File: config.mk
export PLATFORM = sky130hd
export DESIGN_NAME = cpu_run_ctrl
export DESIGN_NICKNAME = d
export VERILOG_FILES = /design/src/rtl/cpu_run_ctrl.sv
export SDC_FILE = /design/constraint.sdc
export NUM_CORES = 1
export LEC_CHECK = 0
export BUFFER_PORTS_ARGS = -buffer_cell sky130_fd_sc_hd__buf_4
export CAP_MARGIN = 20
export CORE_MARGIN = 8
export CORE_UTILIZATION = 52
export DETAILED_ROUTE_END_ITERATION = 10
export PLACE_DENSITY_LB_ADDON = 0.1
export REMOVE_ABC_BUFFERS = 1
export SYNTH_ARGS = -nofsm -noshare
export SYNTH_HDL_FRONTEND = slang
export SYNTH_SLANG_ARGS = --single-unit
export TNS_END_PERCENT = 10
File: constraint.sdc
create_clock -name clk -period 5.4 [get_ports clk]
set_input_delay 1.08 -clock clk [delete_from_list [all_inputs] [get_ports clk]]
set_output_delay 1.08 -clock clk [all_outputs]
set_load 0.05 [all_outputs]
File: src/rtl/cpu_run_ctrl.sv
// Run/step/halt controller gating the CPU pipeline clock enable, with a one-shot
// breakpoint skip on resume and a free-running count of enabled cycles.
module cpu_run_ctrl #(
  parameter int unsigned STEP_CYCLES = 1,
  parameter int unsigned CNT_W       = 32
) (
  input  logic             clk,
  input  logic             rstn,
  input  logic             run,
  input  logic             step,
  input  logic             halt_req,
  input  logic             bp_en,
  input  logic [31:0]      bp_addr,
  input  logic [31:0]      pc,
  input  logic             cnt_clr,
  output logic             cpu_en,
  output logic [1:0]       state,
  output logic             bp_hit,
  output logic             step_done,
  output logic [CNT_W-1:0] cycle_cnt
);

  typedef enum logic [1:0] {
    ST_HALT = 2'b00,
    ST_RUN  = 2'b01,
    ST_STEP = 2'b10,
    ST_BAD  = 2'b11
  } state_t;

  localparam logic [7:0] STEP_LOAD = 8'(STEP_CYCLES);

  state_t     st;
  logic       skip;
  logic [7:0] step_left;
  logic       bp_match;

  // skip masks the breakpoint at the resume address until the first enabled cycle
  assign bp_match = bp_en && (pc == bp_addr) && !skip;
  assign state    = st;

  // Only halt_req, pc and the breakpoint compare reach cpu_en combinationally
  always_comb begin
    cpu_en = 1'b0;
    case (st)
      ST_RUN:  cpu_en = !halt_req && !bp_match;
      ST_STEP: cpu_en = !halt_req;
      default: cpu_en = 1'b0;
    endcase
  end

  always_ff @(posedge clk or negedge rstn) begin
    if (!rstn) begin
      st        <= ST_HALT;
      skip      <= 1'b0;
      step_left <= 8'd0;
      bp_hit    <= 1'b0;
      step_done <= 1'b0;
      cycle_cnt <= '0;
    end else begin
      step_done <= 1'b0;

      if (cpu_en)
        skip <= 1'b0;

      if (cnt_clr)
        cycle_cnt <= '0;
      else if (cpu_en)
        cycle_cnt <= cycle_cnt + CNT_W'(1);

      case (st)
        ST_HALT: begin
          if (run) begin
            st     <= ST_RUN;
            skip   <= 1'b1;
            bp_hit <= 1'b0;
          end else if (step) begin
            st        <= ST_STEP;
            step_left <= STEP_LOAD;
            skip      <= 1'b1;
            bp_hit    <= 1'b0;
          end
        end
        ST_RUN: begin
          if (halt_req || bp_match) begin
            st     <= ST_HALT;
            bp_hit <= bp_match;
          end
        end
        ST_STEP: begin
          if (halt_req) begin
            st        <= ST_HALT;
            step_left <= 8'd0;
          end else begin
            step_left <= step_left - 8'd1;
            if (step_left == 8'd1) begin
              st        <= ST_HALT;
              step_done <= 1'b1;
            end
          end
        end
        default: st <= ST_HALT;
      endcase
    end
  end

endmodule

**After elaboration in Yosys (flattened, before gate mapping)**

Cells that the tools add are included.

- Register bits after elaboration: 45
- Bits in latches: 0
- Bits in writable memories: 0
- Memory bits (read-only): 0
- Input bits: 71
- Output and inout bits: 37
- Logic and storage cells: 55
- Memories: 0

- Add/subtract/negate cells: 2
- $mul: 0
- Divide/modulo/power cells: 0
- Magnitude comparators: 0
- Equal/unequal tests: 9
- Shift-type cells: 0
- Multiplexer cells: 24
- Bitwise operators: 0
- Reductions and logical operators: 14

Operators with widths:

| kind | number |
|---|---|
| 32-bit 2-to-1 mux | 2 |
| 32-bit by 1-bit adder with 32-bit output (second input constant) | 1 |
| 32-bit == test | 1 |
| 8-bit 2-to-1 mux | 3 |
| 8-bit case mux with 2 select lines | 1 |
| 1-bit 2-to-1 mux | 10 |
| 2-bit 2-to-1 mux | 5 |
| 3-bit AND reduction | 3 |
| 8-bit by 1-bit == test with 1-bit output (second input constant) | 1 |
| 8-bit by 1-bit subtractor with 8-bit output (second input constant) | 1 |
| 2-bit != test (second input constant) | 3 |
| 3-bit != test (second input constant) | 2 |
| 2-bit case mux with 3 select lines | 1 |
| 2-bit nonzero test | 3 |
| 1-bit case mux with 2 select lines | 2 |
| 1-bit logical AND | 3 |
| 1-bit logical NOT | 3 |
| 2-bit by 1-bit == test with 1-bit output (second input constant) | 1 |
| 2-bit == test (second input constant) | 1 |
| 2-bit logical NOT | 1 |
| 1-bit logical OR | 1 |

**Logic depth before layout (Yosys ltp)**

Gate-level depths: netlist of run 1.

- Word-level depth: 10
- Mapped depth: 9
- Depth with buffers taken out: 8

**Least setup slack after synthesis of run 1**

No wires, ideal clock.

- Path kind: input to output
- Start point: in bp_addr[9]
- End point: out cpu_en
- Arrival: 2.619 ns
- Data required time: 4.320 ns
- Path slack: 1.701 ns
- Cell stages on the path: 7
- Buffers on the path: 2
- Path through: xor2_1 > nor4_1 > nand4b_1 > nor4_4 > buf_6 > buf_12 > nor2_1

- Cells in the longest elaborated chain, start to end: 6

Ends and longest elaborated chain:

| item | RTL line | text |
|---|---|---|
| start: declaration | 13 | `input logic [31:0] bp_addr,` |
| 32-bit == test | 38 | `assign bp_match = bp_en && (pc == bp_addr) && !skip;` |
| 1-bit logical AND (2 in series) | 38 |  |
| 1-bit logical NOT | 45 | `ST_RUN: cpu_en = !halt_req && !bp_match;` |
| 1-bit logical AND | 45 |  |
| 1-bit case mux with 2 select lines | 44 | `case (st)` |
| end: declaration | 16 | `output logic cpu_en,` |

Every way passes these cells.

**Worst setup path in the final report of run 1**

Ends and elaborated chain as after synthesis.

==> results of run 1 <==
==> layout by cell type (no fill, tap or decap), types with 3 or more instances in the layout <==
master and count:
buf_4 110, dfrtp_1 45, a21oi_1 31, o31ai_1 27, or4_1 25, xor2_1 22
nand2_1 21, nand3_1 18, nand4_1 14, nor2_1 14, xnor2_1 12, nor4_1 11
o21ai_0 9, inv_1 8, and3_1 6, ha_1 6, clkbuf_8 6, nor2b_1 5
nand3b_1 4, or3_1 4, nor3_1 4, nand4b_1 3, o21ai_1 3, o31a_1 3
==> cell families after synthesis <==
logic type / after synthesis / share of synthesized area, %
AOI/OAI and AO/OA: 84 / 17.17
xor gates and xnor gates: 34 / 9.501
adders and majority gates: 6 / 2.395
buffers and inverters: 29 / 5.828
DFF: 45 / 35.93
muxes: 2 / 0.7185
and+or+nand+nor: 145 / 28.46
==> per-layer routing <==
metal	track usage, %	share of wire [%]
met1	24.60	43
met3	5.128	7.6
met2	31.73	48
met5	0	0
met4	5.945	1.1
==> flip-flops by register name, summed over array words and instances, names as in the netlist <==
register,count
state,2
bp_hit,1
skip,1
cycle_cnt,32
step_left,8
step_done,1
==> how the worst min path moves through the flow <==
stage,endpoint
after floorplan,skip
after global placement,step_left[4]
after detailed placement,skip
after CTS,step_left[4]
after global routing,skip
final,skip
==> final cells by class <==
class,instances,area share [%]
repair buffers,110,20.51
inverters,8,0.7458
well taps,75,2.331
clock buffers,7,2.144
multi-input cells,271,45.56
clock inverters,1,0.7458
flip-flops and latches,45,27.97
==> tightest hold or removal path, stage by stage (launching register included) <==
cell     delay (ps)
dfrtp_1         340
o21ai_1          60
nand2_1          60
==> where the power goes <==
part	internal (mW)	switching, mW
Sequential	0.362	0.0271
Combinational	0.148	0.234
Clock	0.151	0.116
Total	0.661	0.378
==> Yosys cell counts (all sizes together) (2+ instances only) <==
master | n | share of area, %
clkbuf | 13 | 2.2
or4 | 27 | 6.6
o211ai | 2 | 0.64
nand4 | 15 | 3.2
nand3b | 4 | 0.96
xor2 | 22 | 6.1
o21ai | 12 | 1.9
inv | 8 | 0.96
o31a | 3 | 0.84
a21oi | 31 | 5.0
nand3 | 19 | 3.2
nand4b | 3 | 0.84
buf | 7 | 2.4
o31ai | 27 | 6.5
ha | 6 | 2.4
nand2b | 3 | 0.68
and3 | 7 | 1.4
o21a | 2 | 0.48
mux2 | 2 | 0.72
nor2b | 5 | 1.0
nor3 | 4 | 0.64
nor2 | 14 | 1.7
xnor2 | 12 | 3.4
and4 | 4 | 1.3
dfrtp | 45 | 36
nor4 | 12 | 2.9
o21ba | 2 | 0.64
or3 | 4 | 0.80
nand2 | 21 | 2.5
==> through the flow <==
stage	util [%]	hold WS, ps	instances	power, mW	worst slack (ps)
2_1_floorplan	-	448.7	324	0.6308	546.7
3_3_place_gp	66.43	473.3	509	0.7682	1638
3_5_place_dp	66.43	476.8	509	0.7786	1621
4_1_cts	68.41	494.8	517	1.047	1623
5_1_grt	68.41	511.1	517	1.100	1515
6_report	68.41	491.8	517	1.038	1633
==> reports/metrics.cfg, run 1 <==
[synth]
syn-cell-area_mm2 = 0.003134
synth_ff_type = dfrtp_1
async_flop_share_pct = 100.0
synth.avg_cell_area_um2 = 9.085
synth_warnings = 0
synth-edff-count = 0
synth_cell_type_count = 53
ys_seq_area_share_pct = 35.93
synth-seq-cells = 45
postSynthCellCount = 345

[sta]
fmax_ghz = 0.2655
layout_min_cycle_time_ps = 3767
rsz0062_at_grt = no
skew_ps = 8.278
final_max_slew_viol_count = 0
min_period_over_period_pct = 69.75
setup_tns_ps = 0
hold_viol = 0
slew_headroom_pct = 61.23
worst_pin_slew_ps = 581.5
setup_viol = 0

[route]
drc = 0
totalWireLength_um = 8814
first_pass_iters = 4
drt_iter0_drc = 161
dr_total_vias = 3103
drt.antenna.violating_nets = 0
vias_per_cell = 6.002
wire_per_inst_um = 17.05

[worst_setup_path]
end_kind = output port
reg2reg_from = state[0]
timing.rr.end = cycle_cnt[17]
critical_path.top_delay_family = simple AND/OR/NAND/NOR gates
critPathRequiredTime_ps = 4320
crit_arrival_ps = 2690
crit_path_start_kind = input port
path_depth = 7
cpMostUsedCell = buf_4
worst_path_max_delay_cell = nor4_1
worstPathMaxFanout = 2
r2r_setup_slack_ps = 3040
crit_type = input port to output port
worstSetupEndpoint = cpu_en
crit_chain = buf_4 -> xor2_1 -> nor4_1 -> nand4b_1 -> nor4_4 -> nor2_1 -> buf_4
slowest_delay_ps = 460
cp_num_buf_inv = 2
startpoint = bp_addr[9]
rr_worst_depth = 6

[floorplanning]
rows = 28
num_io_pins = 108
die_area_mm2 = 0.008768
die_y_um = 93.64
fp.dieW_um = 93.64
initial_core_util_pct = 53.25
core_mm2 = 0.005886

[layout]
final_nets = 518
fin_area_mm2 = 0.004026
antenna_cells_inserted = 0
regArea_mm2 = 0.001126
area.growth.synth_to_final_pct = 28.46
drive_gt1_share_pct = 29.41
fillers = 502
multi_input_area_mm2 = 0.001834

[cts]
worstSkewPairLatency_ps = 300
clock-sinks = 45
cts_tree = built
cts-root-buf = clkbuf_8
cts_setup_buffers = 0
clk_pin_slew_ps = 80
cts-resized-gates = 0
h-tree-depth = 2
clockBufferDepth = 2
postCtsHoldBufs = 0
cts_buffers = 5

[min_path]
min_from = skip
min_path_type = flip-flop to flip-flop
min_path_cells = 2

[global_route]
grt.total_usage_pct = 19.48
grt-ovfl-total = 0
antenna_found_initial = 0
grt_pass1_wl_um = 14110
grt_max_degree = 65
grt_pass1_vias = 2916

[outcome]
run_status = finished, final reports clean

[placement]
dpl-instance-area_mm2 = 0.003910
gp_congestion = 0.7889
dp.final_hpwl_um = 6437
port-buffer-count = 107

[power]
ir_worst_vdd_uv = 193.3
power_density_mw_per_mm2 = 257.8
leakage_nw = 1.726

[flow_run]
cap_violations = 0

(Power assumes the default switching activity.)
==> run 2, diff against run 1 <==
--- a/config.mk
+++ b/config.mk
@@ -8,7 +8,7 @@
 export BUFFER_PORTS_ARGS = -buffer_cell sky130_fd_sc_hd__buf_4
 export CAP_MARGIN = 20
 export CORE_MARGIN = 8
-export CORE_UTILIZATION = 52
+export CORE_UTILIZATION = 51
 export DETAILED_ROUTE_END_ITERATION = 10
 export PLACE_DENSITY_LB_ADDON = 0.1
 export REMOVE_ABC_BUFFERS = 1
==> constraint.sdc (replaced) <==
create_clock -name clk -period 3.5 [get_ports clk]
set_input_delay 0.7 -clock clk [delete_from_list [all_inputs] [get_ports clk]]
set_output_delay 0.7 -clock clk [all_outputs]
set_load 0.05 [all_outputs]
==> reports/metrics.cfg, run 2 (synthesis gave the netlist of run 1 again) <==
[worst_setup_path]
end_kind = output port
crit_chain = buf_4 -> xor2_1 -> nor4_1 -> nand2_1 -> nor4_4 -> nor2_1 -> buf_4
critPathRequiredTime_ps = 2800
critical_path.top_delay_family = simple AND/OR/NAND/NOR gates
cpMostUsedCell = buf_4
crit_type = input port to output port
slowest_delay_ps = 480
worstPathMaxFanout = 2
crit_path_start_kind = input port
crit_arrival_ps = 2330
worst_path_max_delay_cell = nor4_1
cp_num_buf_inv = 2

[sta]
slew_headroom_pct = 53.42
worst_pin_slew_ps = 695.4
layout_min_cycle_time_ps = 3034
timing.final.ws_setup_ps = 466.3
min_period_over_period_pct = 86.68
setup_viol = 0
final_max_slew_viol_count = 0
fmax_ghz = 0.3296
skew_ps = 7.291
setup_tns_ps = 0
hold_viol = 0
rsz0062_at_grt = no

[placement]
gp_congestion = 0.8203
dp.final_hpwl_um = 6489
dpl-instance-area_mm2 = 0.003923
dp_slack_ps = 447.0
port-buffer-count = 107

[cts]
clock-sinks = 45
cts-resized-gates = 0
clk_pin_slew_ps = 80
h-tree-depth = 2
cts_buffers = 5
cts_tree = built
cts_setup_buffers = 0
worstSkewPairLatency_ps = 300
postCtsHoldBufs = 0
cts-root-buf = clkbuf_8
clockBufferDepth = 2

[floorplanning]
die_y_um = 94.40
num_io_pins = 108
die_area_mm2 = 0.008910
initial_core_util_pct = 52.94
fp.dieW_um = 94.40
core_mm2 = 0.005921
rows = 28

[route]
drc = 0
drt_iter0_drc = 137
dr_total_vias = 3128
totalWireLength_um = 8930
first_pass_iters = 4
vias_per_cell = 6.050
wire_per_inst_um = 17.27
drt.antenna.violating_nets = 0

[power]
power_density_mw_per_mm2 = 386.1
ir_worst_vdd_uv = 228.6
leakage_nw = 1.725

[layout]
largest_reg_flops = 32
antenna_cells_inserted = 0
area.growth.synth_to_final_pct = 28.38
layout_common_cells = buf_4 (109), dfrtp_1 (45), a21oi_1 (31), o31ai_1 (27), or4_1 (25)
final_util_pct = 67.96
fillers = 494
drive_gt1_share_pct = 29.64
final_nets = 518
fin_area_mm2 = 0.004024
regMostFlops = cycle_cnt
final_common_cell = buf_4

[global_route]
grt_pass1_vias = 2891
grt.total_usage_pct = 18.97
grt_pass1_wl_um = 14060
antenna_found_initial = 0
grt-ovfl-total = 0
grt_max_degree = 64

[flow_run]
cap_violations = 0

[outcome]
run_status = finished, final reports clean

[min_path]
min_path_type = input port to asynchronous set/reset pin

-- run 2: worst paths after layout --
path                              start             to  slack [ps]  cells after the start
hold / removal                     rstn  cycle_cnt[21]         410                      1
min in group clk           step_left[6]   step_left[6]         490                      1
hold reg to reg            step_left[6]   step_left[6]         490                      1
setup / recovery            bp_addr[18]         cpu_en         470                      7
max in group asynchronous          rstn   step_left[1]        2700                      1
setup reg to reg               state[0]  cycle_cnt[11]        1090                      6
-- run 2: report_power, final --
| group | total (mW) | internal [mW] | leakage [nW] | switching, mW |
|---|---|---|---|---|
| Combinational | 0.592 | 0.228 | 1.05 | 0.364 |
| Clock | 0.360 | 0.179 | 0.0542 | 0.181 |
| Sequential | 0.601 | 0.558 | 0.616 | 0.0431 |
-- run 2: cell type report --
class,instances,area [um^2],share of cell area (%)
multi-input cells,271,1834,45.58
flip-flops and latches,45,1126,27.99
repair buffers,110,838.3,20.83
clock buffers,7,96.34,2.394
well taps,75,93.84,2.332
inverters,8,30.03,0.7463
clock inverters,1,5.005,0.1244
-- run 2: per-layer routing --
layer,global-route usage [%],part of all wire [%]
met5,0,0
met3,5.079,8.9
met4,3.567,0.82
met1,24.84,43
met2,30.76,47
-- run 2: worst reg2reg max path, stage by stage (launching register included) --
cell	delay (ps)
dfrtp_1	430
inv_1	100
ha_1	330
o211ai_4	300
buf_4	350
or4_2	670
a21oi_1	150
-- run 2: metrics by stage --
step	std cells	hold WS (ps)	power (mW)
2_1_floorplan	324	404.4	0.9732
3_3_place_gp	509	469.0	1.189
3_5_place_dp	509	470.9	1.202
4_1_cts	517	420.2	1.566
5_1_grt	517	442.3	1.647
6_report	517	406.7	1.553
==> run 3, diff against run 2 <==
--- a/config.mk
+++ b/config.mk
@@ -8,7 +8,8 @@
 export BUFFER_PORTS_ARGS = -buffer_cell sky130_fd_sc_hd__buf_4
 export CAP_MARGIN = 20
 export CORE_MARGIN = 8
-export CORE_UTILIZATION = 51
+export CORE_UTILIZATION = 52
+export CTS_CLUSTER_DIAMETER = 150
 export DETAILED_ROUTE_END_ITERATION = 10
 export PLACE_DENSITY_LB_ADDON = 0.1
 export REMOVE_ABC_BUFFERS = 1
==> constraint.sdc (replaced) <==
create_clock -name clk -period 3.7 [get_ports clk]
set_input_delay 0.74 -clock clk [delete_from_list [all_inputs] [get_ports clk]]
set_output_delay 0.74 -clock clk [all_outputs]
set_load 0.05 [all_outputs]
==> reports/metrics.cfg, run 3 (synthesis gave the netlist of run 1 again) <==
[outcome]
run_status = finished, final reports clean

[global_route]
grt_max_degree = 64
grt_pass1_vias = 2890
antenna_found_initial = 0
grt.total_usage_pct = 19.37
grt_pass1_wl_um = 14040
grt-ovfl-total = 0

[floorplanning]
rows = 28
die_y_um = 93.64
initial_core_util_pct = 53.25
fp.dieW_um = 93.64
num_io_pins = 108
die_area_mm2 = 0.008768
core_mm2 = 0.005886

[sta]
min_period_over_period_pct = 80.76
setup_viol = 0
timing.final.ws_setup_ps = 712.0
rsz0062_at_grt = no
skew_ps = 13.88
worst_pin_slew_ps = 584.4
fmax_ghz = 0.3347
hold_viol = 0
layout_min_cycle_time_ps = 2988
final_max_slew_viol_count = 0
slew_headroom_pct = 61.04
fin_hold_ws_ps = 406.3

[cts]
postCtsHoldBufs = 0
cts-resized-gates = 0
cts_setup_buffers = 0
worstSkewPairLatency_ps = 310
cts_buffers = 5
clockBufferDepth = 2
cts_tree = built
clock-sinks = 45
cts-root-buf = clkbuf_8
h-tree-depth = 2
clk_pin_slew_ps = 100

[worst_setup_path]
crit_type = input port to output port
crit_path_start_kind = input port
crit_arrival_ps = 2250
worstPathMaxFanout = 2
end_kind = output port
critPathRequiredTime_ps = 2960

[flow_run]
cap_violations = 0

[placement]
dpl-instance-area_mm2 = 0.003910
port-buffer-count = 107
dp_cells = 509
dp_slack_ps = 626.8
gp_congestion = 0.7681
dp.final_hpwl_um = 6324

[layout]
regMostFlops = cycle_cnt
finalNonFillerCells = 517
fillers = 504
fin_area_mm2 = 0.004000
area.growth.synth_to_final_pct = 27.62
final_nets = 518
drive_gt1_share_pct = 29.64
antenna_cells_inserted = 0
layout_common_cells = buf_4 (110), dfrtp_1 (45), a21oi_1 (31), o31ai_1 (27), or4_1 (25)
final_util_pct = 67.96
final_common_cell = buf_4
largest_reg_flops = 32

[route]
drt.antenna.violating_nets = 0
totalWireLength_um = 8736
wire_per_inst_um = 16.90
drt_iter0_drc = 223
dr_total_vias = 3126
drc = 0
first_pass_iters = 5
vias_per_cell = 6.046

[power]
leakage_nw = 1.712
power_density_mw_per_mm2 = 362.8
ir_worst_vdd_uv = 260.7

[min_path]
min_path_type = input port to asynchronous set/reset pin

-- run 3: path summary, 6_finish.rpt --
| kind | startpoint | end | slack [ps] | depth (start not counted) |
|---|---|---|---|---|
| max | bp_addr[9] | cpu_en | 710 | 7 |
| min | rstn | cycle_cnt[21] | 410 | 1 |
| max reg2reg | state[0] | cycle_cnt[17] | 1430 | 6 |
| min reg2reg | step_left[4] | step_left[4] | 490 | 1 |
| max in group asynchronous | rstn | state[0] | 2870 | 1 |
| min in group clk | step_left[4] | step_left[4] | 490 | 1 |
-- run 3: cell type report --
cell class                 instances  area [um^2]  area share [%]
clock buffer                       5        68.82           1.720
clock inverter                     3        21.27          0.5317
inverter                           8        30.03          0.7507
multi-input combinational        271         1834           45.86
sequential                        45         1126           28.15
tap                               75        93.84           2.346
timing repair buffer             110        825.8           20.64
-- run 3: worst max-delay path: stages --
cell and delay (ps):
buf_4 110, xor2_1 150, nor4_1 420, nand4b_1 230, nor4_4 290, nor2_1 100, buf_4 200
-- run 3: per-layer routing --
metal	part of all wire, %	up-vias	routed length (um)	track usage [%]
met3	6.7	6	581	4.567
met2	48	115	4225	31.37
li1	-	1510	-	-
met5	0	-	0	0
met4	1.0	0	87	5.548
met1	44	1495	3841	25.06
-- run 3: where the power goes --
part	total [mW]	switching, mW	internal [mW]
sequential	0.569	0.0411	0.528
clock	0.323	0.188	0.134
combinational	0.559	0.343	0.216
total	1.45	0.572	0.879
-- run 3: metrics by stage --
step	power, mW	setup TNS [ps]
after floorplan	0.9206	-473.3
after detailed placement	1.137	0
after CTS	1.461	0
after global routing	1.533	0
after global placement	1.122	0
final	1.451	0
